--- config.mk ---
export PLATFORM = sky130hd
export DESIGN_NAME = rand_uart_tx
export DESIGN_NICKNAME = d
export VERILOG_FILES = /design/src/rtl/rand_uart_tx.sv
export SDC_FILE = /design/constraint.sdc
export NUM_CORES = 1
export LEC_CHECK = 0
export CORE_MARGIN = 10
export CORE_UTILIZATION = 36
export CTS_CLUSTER_DIAMETER = 30
export CTS_CLUSTER_SIZE = 30
export DETAILED_ROUTE_END_ITERATION = 8
export MAX_ROUTING_LAYER = met4
export SLEW_MARGIN = 20
export SYNTH_ARGS = -nofsm -noshare
export SYNTH_HDL_FRONTEND = slang
export SYNTH_SLANG_ARGS = --single-unit
--- constraint.sdc ---
create_clock -name clk -period 2.6 [get_ports clk]
set_clock_uncertainty 0.05 [all_clocks]
set_input_delay 0.39 -clock clk [delete_from_list [all_inputs] [get_ports clk]]
set_output_delay 0.39 -clock clk [all_outputs]
set_load 0.01 [all_outputs]
--- src/rtl/rand_uart_tx.sv ---
// -----------------------------------------------------------------------------
// rand_uart_tx
//
// Buffers random bytes from the PRNG stage in a 4-entry FIFO and serializes
// them as UART 8N1 frames (start 0, 8 data bits LSB first, stop 1). Frames
// are sent back-to-back while bytes are available and en is high.
//
// Parameters
//   CLK_HZ     system clock frequency in Hz
//   BAUD       serial bit rate; DIV = CLK_HZ/BAUD cycles per bit (DIV >= 2)
//
// Ports
//   clk        single clock, rising edge
//   rst        asynchronous active-high reset
//   en         allows a new frame to start; a running frame always completes
//   in_data    byte to buffer
//   in_valid   in_data is valid
//   in_ready   FIFO can accept a byte (count < 4)
//   tx         serial line, idle high, registered
//   busy       frame in progress, registered
//   fifo_count bytes held in the FIFO, 0..4
// -----------------------------------------------------------------------------
module rand_uart_tx #(
    parameter int CLK_HZ = 10_000_000,
    parameter int BAUD   = 115200
) (
    input  logic       clk,
    input  logic       rst,
    input  logic       en,
    input  logic [7:0] in_data,
    input  logic       in_valid,
    output logic       in_ready,
    output logic       tx,
    output logic       busy,
    output logic [2:0] fifo_count
);

    localparam int DIV   = CLK_HZ / BAUD;
    localparam int CNT_W = (DIV > 1) ? $clog2(DIV) : 1;
    localparam logic [CNT_W-1:0] CNT_LAST = CNT_W'(DIV - 1);

    typedef enum logic [1:0] {
        S_IDLE,
        S_START,
        S_DATA,
        S_STOP
    } state_t;

    state_t           r_state;
    state_t           w_state_nx;
    logic [CNT_W-1:0] r_baud_cnt;
    logic [CNT_W-1:0] w_baud_cnt_nx;
    logic [2:0]       r_bit_idx;
    logic [2:0]       w_bit_idx_nx;
    logic [7:0]       r_shift;
    logic [7:0]       w_shift_nx;
    logic             r_tx;
    logic             w_tx_nx;
    logic             r_busy;
    logic             w_busy_nx;
    logic             w_pop;

    logic [7:0]       r_mem [4];
    logic [1:0]       r_wptr;
    logic [1:0]       r_rptr;
    logic [2:0]       r_count;
    logic             w_push;
    logic             w_can_start;
    logic             w_baud_end;

    // No bypass: a full FIFO refuses a byte even when a pop happens this cycle.
    assign in_ready    = (r_count < 3'd4);
    assign w_push      = in_valid && in_ready;
    assign w_can_start = en && (r_count != 3'd0);
    assign w_baud_end  = (r_baud_cnt == CNT_LAST);

    assign tx          = r_tx;
    assign busy        = r_busy;
    assign fifo_count  = r_count;

    // FIFO storage and the serializer byte carry no reset; they are only
    // read after being written.
    always_ff @(posedge clk) begin
        if (w_push) begin
            r_mem[r_wptr] <= in_data;
        end
        r_shift <= w_shift_nx;
    end

    always_ff @(posedge clk or posedge rst) begin
        if (rst) begin
            r_wptr  <= 2'd0;
            r_rptr  <= 2'd0;
            r_count <= 3'd0;
        end else begin
            if (w_push) begin
                r_wptr <= r_wptr + 2'd1;
            end
            if (w_pop) begin
                r_rptr <= r_rptr + 2'd1;
            end
            case ({w_push, w_pop})
                2'b10:   r_count <= r_count + 3'd1;
                2'b01:   r_count <= r_count - 3'd1;
                default: r_count <= r_count;
            endcase
        end
    end

    always_ff @(posedge clk or posedge rst) begin
        if (rst) begin
            r_state    <= S_IDLE;
            r_baud_cnt <= '0;
            r_bit_idx  <= 3'd0;
            r_tx       <= 1'b1;
            r_busy     <= 1'b0;
        end else begin
            r_state    <= w_state_nx;
            r_baud_cnt <= w_baud_cnt_nx;
            r_bit_idx  <= w_bit_idx_nx;
            r_tx       <= w_tx_nx;
            r_busy     <= w_busy_nx;
        end
    end

    always_comb begin
        w_state_nx    = r_state;
        w_baud_cnt_nx = r_baud_cnt;
        w_bit_idx_nx  = r_bit_idx;
        w_shift_nx    = r_shift;
        w_tx_nx       = r_tx;
        w_busy_nx     = r_busy;
        w_pop         = 1'b0;

        case (r_state)
            S_IDLE: begin
                w_baud_cnt_nx = '0;
                w_bit_idx_nx  = 3'd0;
                w_tx_nx       = 1'b1;
                w_busy_nx     = 1'b0;
                if (w_can_start) begin
                    w_pop      = 1'b1;
                    w_shift_nx = r_mem[r_rptr];
                    w_state_nx = S_START;
                    w_tx_nx    = 1'b0;
                    w_busy_nx  = 1'b1;
                end
            end

            S_START: begin
                if (w_baud_end) begin
                    w_baud_cnt_nx = '0;
                    w_bit_idx_nx  = 3'd0;
                    w_state_nx    = S_DATA;
                    w_tx_nx       = r_shift[0];
                end else begin
                    w_baud_cnt_nx = r_baud_cnt + CNT_W'(1);
                end
            end

            S_DATA: begin
                if (w_baud_end) begin
                    w_baud_cnt_nx = '0;
                    if (r_bit_idx == 3'd7) begin
                        w_state_nx = S_STOP;
                        w_tx_nx    = 1'b1;
                    end else begin
                        // Shift right so the next bit to send is always bit 0.
                        w_bit_idx_nx = r_bit_idx + 3'd1;
                        w_shift_nx   = {1'b0, r_shift[7:1]};
                        w_tx_nx      = r_shift[1];
                    end
                end else begin
                    w_baud_cnt_nx = r_baud_cnt + CNT_W'(1);
                end
            end

            S_STOP: begin
                if (w_baud_end) begin
                    w_baud_cnt_nx = '0;
                    w_bit_idx_nx  = 3'd0;
                    // Chain straight into the next start bit when allowed,
                    // so consecutive frames have no idle gap.
                    if (w_can_start) begin
                        w_pop      = 1'b1;
                        w_shift_nx = r_mem[r_rptr];
                        w_state_nx = S_START;
                        w_tx_nx    = 1'b0;
                        w_busy_nx  = 1'b1;
                    end else begin
                        w_state_nx = S_IDLE;
                        w_tx_nx    = 1'b1;
                        w_busy_nx  = 1'b0;
                    end
                end else begin
                    w_baud_cnt_nx = r_baud_cnt + CNT_W'(1);
                end
            end

            default: begin
                w_state_nx = S_IDLE;
                w_tx_nx    = 1'b1;
                w_busy_nx  = 1'b0;
            end
        endcase
    end

endmodule

# Yosys cells after proc, flatten, opt, wreduce, memory -nomap -nowiden
# Memory sizes are Yosys's and may differ from the RTL's.
# Cells that the tools add are included.
[totals] regBits=29 mem_bits_rw=32 inputBits=12 out_inout_bits=6 wordCells=77 memories=1
[op_classes] add_sub_neg=6 n_lt_le_gt_ge=1 eq_ne=14 muxes=32 reduce_logical=14
[mem_list] memory="r_mem" depth=4 word_bits=8 rd=1 rd_clocked_by_memory_dff=0 wr=1 line="63" source="logic [7:0] r_mem [4];"
[ops] operator="2-to-1 mux 8 bit" n=4
[ops] operator="one-hot mux 8 bit (3 select lines)" n=1
[ops] operator="one-hot mux 7 bit (2 select lines)" n=1
[ops] operator="inequality test 2 bit (second input constant)" n=6
[ops] operator="2-to-1 mux 1 bit" n=11
[ops] operator="2-to-1 mux 2 bit" n=5
[ops] operator="2-to-1 mux 3 bit" n=3
[ops] operator="one-hot mux 3 bit (3 select lines)" n=1
[ops] operator="one-hot mux 2 bit (4 select lines)" n=1
[ops] operator="adder 7 x 1 -> 7 bit (second input constant)" n=1
[ops] operator="== test 7 bit (second input constant)" n=1
[ops] operator="2-to-1 mux 7 bit" n=1
[ops] operator="adder 3 x 1 -> 3 bit (second input constant)" n=2
[ops] operator="== test 2 bit (second input constant)" n=3
[ops] operator="one-hot mux 3 bit (2 select lines)" n=1
[ops] operator="AND reduction 3 bit" n=2
[ops] operator="nonzero test 3 bit" n=2
[ops] operator="AND reduction 5 bit" n=1
[ops] operator="adder 2 x 1 -> 2 bit (second input constant)" n=2
[ops] operator="== test 2 x 1 -> 1 bit (second input constant)" n=2
[ops] operator="one-hot mux 1 bit (2 select lines)" n=2
[ops] operator="one-hot mux 1 bit (4 select lines)" n=1
[ops] operator="AND reduction 4 bit" n=1
[ops] operator="nonzero test 2 bit" n=2
[ops] operator="9 further kinds" n=10

# Logic depth before layout (Yosys ltp)
[logic_depth] word_depth=7 ltp_mapped=11 depth_no_buf=11

# Worst setup path before layout
# OpenSTA, ideal clock, no wires.
[synth_path] path_type="register -> register" startpoint="register r_baud_cnt[1]" endpoint="register r_count[2], in the netlist fifo_count[2]" setup_ps=80 arrival_time_ps=2136 slack_ps=334 stages_incl_launch_ff=12 period_less_slack_ps=2266 cell_sequence="dfrtp_1 -> inv_1 -> ha_1 -> and4bb_1 -> a41oi_1 -> nor3_2 -> ha_1 -> inv_1 -> fa_1 -> xor2_1 -> nor2_1 -> xnor2_1"
[synth_between] elab_chain_cells=5 elab_cells_between_ends=7 classes_between="eq/ne: 3; mux: 3; reduce/logical: 1"
[synth_lines] element="start, declared" line="51" source="logic [CNT_W-1:0] r_baud_cnt;"
[synth_lines] element="start signal, assigned" line="119" source="r_baud_cnt <= w_baud_cnt_nx;"
[synth_lines] element="== test 7 bit (*)" line="75" source="assign w_baud_end = (r_baud_cnt == CNT_LAST);"
[synth_lines] element="2-to-1 mux 1 bit (*)" line="179" source="if (w_baud_end) begin"
[synth_lines] element="one-hot mux 1 bit (2 select lines) (*)" line="135" source="case (r_state)"
[synth_lines] element="via w_pop" line="61" source="logic w_pop;"
[synth_lines] element="== test 2 x 1 -> 1 bit / == test 2 bit (equally long branches)" line="102" source="case ({w_push, w_pop})"
[synth_lines] element="one-hot mux 3 bit (2 select lines) / nonzero test 2 bit (equally long branches)"
[synth_lines] element="end signal, assigned" line="103" source="2'b10: r_count <= r_count + 3'd1;"
[synth_lines] element="end signal, assigned" line="104" source="2'b01: r_count <= r_count - 3'd1;"
[synth_lines] element="end signal, assigned" line="105" source="default: r_count <= r_count;"
[synth_lines] element="end, declared" line="66" source="logic [2:0] r_count;"
# The timed path passes the listed nets; every way through them passes the cells marked *.
# A chain may end at the register's enable or synchronous reset.

# Final worst setup path
# Ends and elaborated chain as after synthesis.

==> results.txt <==
----------------------------------------------------
[Yosys]
  Most used flip-flop cell after synthesis ... sky130_fd_sc_hd__edfxtp_1
  Number of warnings reported in the yosys synthesis log ... 0
  Post-synth net total ... 208
  Cell type with the largest total area after synthesis ... sky130_fd_sc_hd__edfxtp_1
  Yosys cell types ... 38
  Top post-synthesis cells by count ... sky130_fd_sc_hd__edfxtp_1 (40), sky130_fd_sc_hd__dfrtp_1 (20), sky130_fd_sc_hd__ha_1 (14)
  Synthesized netlist cell count ... 181
  Cell Area, Synth ... ~0.0028 mm²
  Leading post-synthesis cells by cell area ... sky130_fd_sc_hd__edfxtp_1 (43%), sky130_fd_sc_hd__dfrtp_1 (18%), sky130_fd_sc_hd__mux4_2 (6.5%)
  EDFF count, synth ... 40
  Most numerous cell in the Yosys netlist ... sky130_fd_sc_hd__edfxtp_1
  Yosys top cell area share ... 0.432
  Syn avg cell area ... 15.3 µm²
  Sequential fraction of the synthesis area ... 0.622
  Seq cells post-synth ... 61
  Async SR Flop Fraction ... 0.344

[Floorplanning]
  Initial core utilization ... 0.377
  Die boundary height ... 108 µm
  Number of placed I/O pins ... 18
  Floorplan die area ... 0.0116 mm²
  Number of core rows ... 31
  Overall die width ... between 100 and 150 µm
  Floorplan Core Area ... 0.00737 mm²

[Pwr]
  Fraction of power consumed by sequential logic ... 0.486
  Proportion of total power due to net switching ... 0.254
  Power per Cell Area ... 757 mW/mm²
  Internal power consumption ... 1.87 mW
  Switching power total ... between 0.6 and 0.7 mW
  Comb pwr share ... 0.152
  Fraction of power consumed by the clock network ... 0.362
  Cell leakage power ... roughly 1.2 nW
  Worst ir drop on vdd ... about 520 µV

[CTS]
  Number of sinks handled by clock tree synthesis ... 61
  Number of clock buffers inserted by TritonCTS ... 9
  Maximum clock path buffer count ... 2
  Clock root buffer ... sky130_fd_sc_hd__clkbuf_8
  CTS H-tree depth ... 3
  Post-CTS Hold Fix Bufs ... 0
  Post-CTS clock slew at the launch and capture registers of the worst setup and hold paths ... around 0.070 ns
  TritonCTS clock tree ... yes
  Clock latency at the later pin of the worst-skew pair ... 0.33 ns

[Cells and area]
  Layout area overhead ... 19.5%
  # nets final ... about 240
  Final instance area ... 0.00332 mm²
  Number of antenna diodes ... 0
  Fraction of layout cells with a size suffix above 1 ... 0.205

[Critical path]
  Data arrival at the endpoint of the critical path ... 2.64 ns
  Critical-path maximum fanout ... 2
  Worst setup path startpoint ... r_baud_cnt[1]
  Crit end category ... register
  CP Launch Type ... register
  Required time of the critical path ... between 2 and 3 ns
  Start of the worst register-to-register path ... r_baud_cnt[1]
  Worst setup path class ... register to register

[STA]
  Number of pins exceeding their max-slew limit in the final report ... 0
  Measured slew at the worst slew-check pin ... 0.828 ns
  Final critical delay including setup and external delays ... between 2 and 2.5 ns
  Headroom to the max-slew limit ... 0.448
  Setup repair after global routing missed its margin ... no
  Count of endpoints failing setup in the final report ... 0
  Post-Route Hold Slack ... 0.442 ns
  Share of the clock period used by the worst path ... 0.933
  Final Hold Vio Count ... 0
  Achievable Freq ... 412 MHz
  Post-Route Setup TNS ... 0 ns

[Placement]
  Number of buffer cells added on primary ports ... 17
  Routability-driven placement congestion ratio ... 0.737
  Cell area after placement ... a little over 0.003 mm²
  HPWL Detailed ... 3.37 mm

[Flow run]
  Max cap viols ... 0

[Global routing]
  Total routing usage reported by global routing ... 0.0943
  Wire length of the first global-routing pass ... 8.24 mm
  Grt total ovfl ... 0
  Maximum number of pins on one net before global-route repair ... 22
  Via count of the first global-routing pass ... between 1500 and 2000
  Initial antenna violation count ... 0

[Run status]
  Outcome ... completed

[Route]
  Ratio of routed vias to standard cells ... 4.79
  Final antenna-violating net count ... 0
  Average detailed-routed wire length per instance ... about 15 µm
  Remaining design rule violation count ... 0
  Iteration count of the initial detailed-routing pass ... 4
  Total number of vias ... 1503
  DRC marker count from the first detailed-route iteration ... 117
  Wirelength, routed ... 4.79 mm

[Min path]
  Launch point of the worst hold path ... r_baud_cnt[0]
  Worst Hold Class ... register to register

----------------------------------------------------
-- metrics by stage --
| stage | util | instances | setup WS (ns) | total power, mW |
|---|---|---|---|---|
| 3_5_place_dp | 0.418 | 296 | 0.152 | 1.64 |
| 2_1_floorplan | - | 181 | 0.334 | 1.46 |
| 5_1_grt | 0.451 | 314 | 0.00363 | 2.65 |
| 6_report | 0.451 | 314 | 0.174 | 2.51 |
| 3_3_place_gp | 0.418 | 296 | 0.191 | 1.62 |
| 4_1_cts | 0.447 | 312 | 0.157 | 2.54 |
-- critical path, cell delays in order, from the launching register on --
cell	delay (ns)
sky130_fd_sc_hd__dfrtp_1	0.37
sky130_fd_sc_hd__inv_1	0.06
sky130_fd_sc_hd__ha_2	0.19
sky130_fd_sc_hd__and4bb_1	0.25
sky130_fd_sc_hd__a41oi_2	0.14
sky130_fd_sc_hd__nor3_2	0.26
sky130_fd_sc_hd__ha_2	0.22
sky130_fd_sc_hd__inv_1	0.05
sky130_fd_sc_hd__fa_1	0.37
sky130_fd_sc_hd__xor2_1	0.15
sky130_fd_sc_hd__nor2_1	0.11
sky130_fd_sc_hd__xnor2_1	0.12
-- state kept, by name (all words and copies together), names as in the netlist --
| name | count |
|---|---|
| fifo_count | 3 |
| r_baud_cnt | 7 |
| r_mem | 32 |
| r_shift | 8 |
| tx | 1 |
| r_wptr | 2 |
| r_bit_idx | 3 |
| r_rptr | 2 |
| busy | 1 |
| r_state | 2 |
-- cells in the final DEF, fill, tap and decap left out, types with 3 or more instances in the layout --
cell type,n
sky130_fd_sc_hd__edfxtp_1,40
sky130_fd_sc_hd__dfrtp_1,19
sky130_fd_sc_hd__clkdlybuf4s50_1,17
sky130_fd_sc_hd__inv_1,13
sky130_fd_sc_hd__nor2_1,13
sky130_fd_sc_hd__ha_1,12
sky130_fd_sc_hd__clkbuf_8,9
sky130_fd_sc_hd__a22o_1,8
sky130_fd_sc_hd__mux4_2,8
sky130_fd_sc_hd__nand2_1,6
sky130_fd_sc_hd__xnor2_1,6
sky130_fd_sc_hd__xor2_1,5
sky130_fd_sc_hd__buf_4,5
sky130_fd_sc_hd__o21ai_0,4
sky130_fd_sc_hd__nand3_1,4
sky130_fd_sc_hd__and2_1,4
sky130_fd_sc_hd__mux2i_1,3
-- cells by family after synthesis --
| group | share of synthesized area |
|---|---|
| flops | 0.622 |
| buf+inv | 0.0234 |
| mux | 0.0892 |
| xor+xnor | 0.0347 |
| simple gates | 0.0892 |
| fa+ha+maj | 0.0703 |
| compound gates | 0.0712 |
-- per-layer routing --
metal  GRT usage  share of wire
met5           -              0
met4      0.0630          0.024
met3      0.0162          0.019
met2       0.136           0.47
met1       0.119           0.48
-- layout make-up --
cell class                 count  area (µm²)
fill                         682        4050
sequential                    61        1730
multi-input combinational    103         997
timing repair buffer          22         208
clock buffer                   9         124
tap                           99         124
clock inverter                 7        90.1
inverter                      13        48.8
-- final timing paths --
path,end,slack [ns],depth (start not counted)
max,fifo_count[2],0.17,11
min reg2reg,r_baud_cnt[0],0.44,1
max in group asynchronous,r_baud_cnt[0],1.47,2
min,r_baud_cnt[0],0.44,1
max reg2reg,fifo_count[2],0.17,11
min in group asynchronous,fifo_count[0],0.47,2
-- power by group through the flow --
stage | registers (mW) | logic, mW | clock network (mW)
3_5_place_dp | 1.24 | 0.396 | 0
2_1_floorplan | 1.24 | 0.222 | 0
4_1_cts | 1.22 | 0.395 | 0.923
5_1_grt | 1.23 | 0.438 | 0.972
6_report | 1.22 | 0.381 | 0.910
3_3_place_gp | 1.24 | 0.378 | 0
-- repair_timing --
action / in CTS / in global routing
resized for setup: 0 / 4
endpoints found under the setup margin: 0 / 1
setup buffers: 0 / 2
Note: power is estimated with default switching activity, not from simulation.
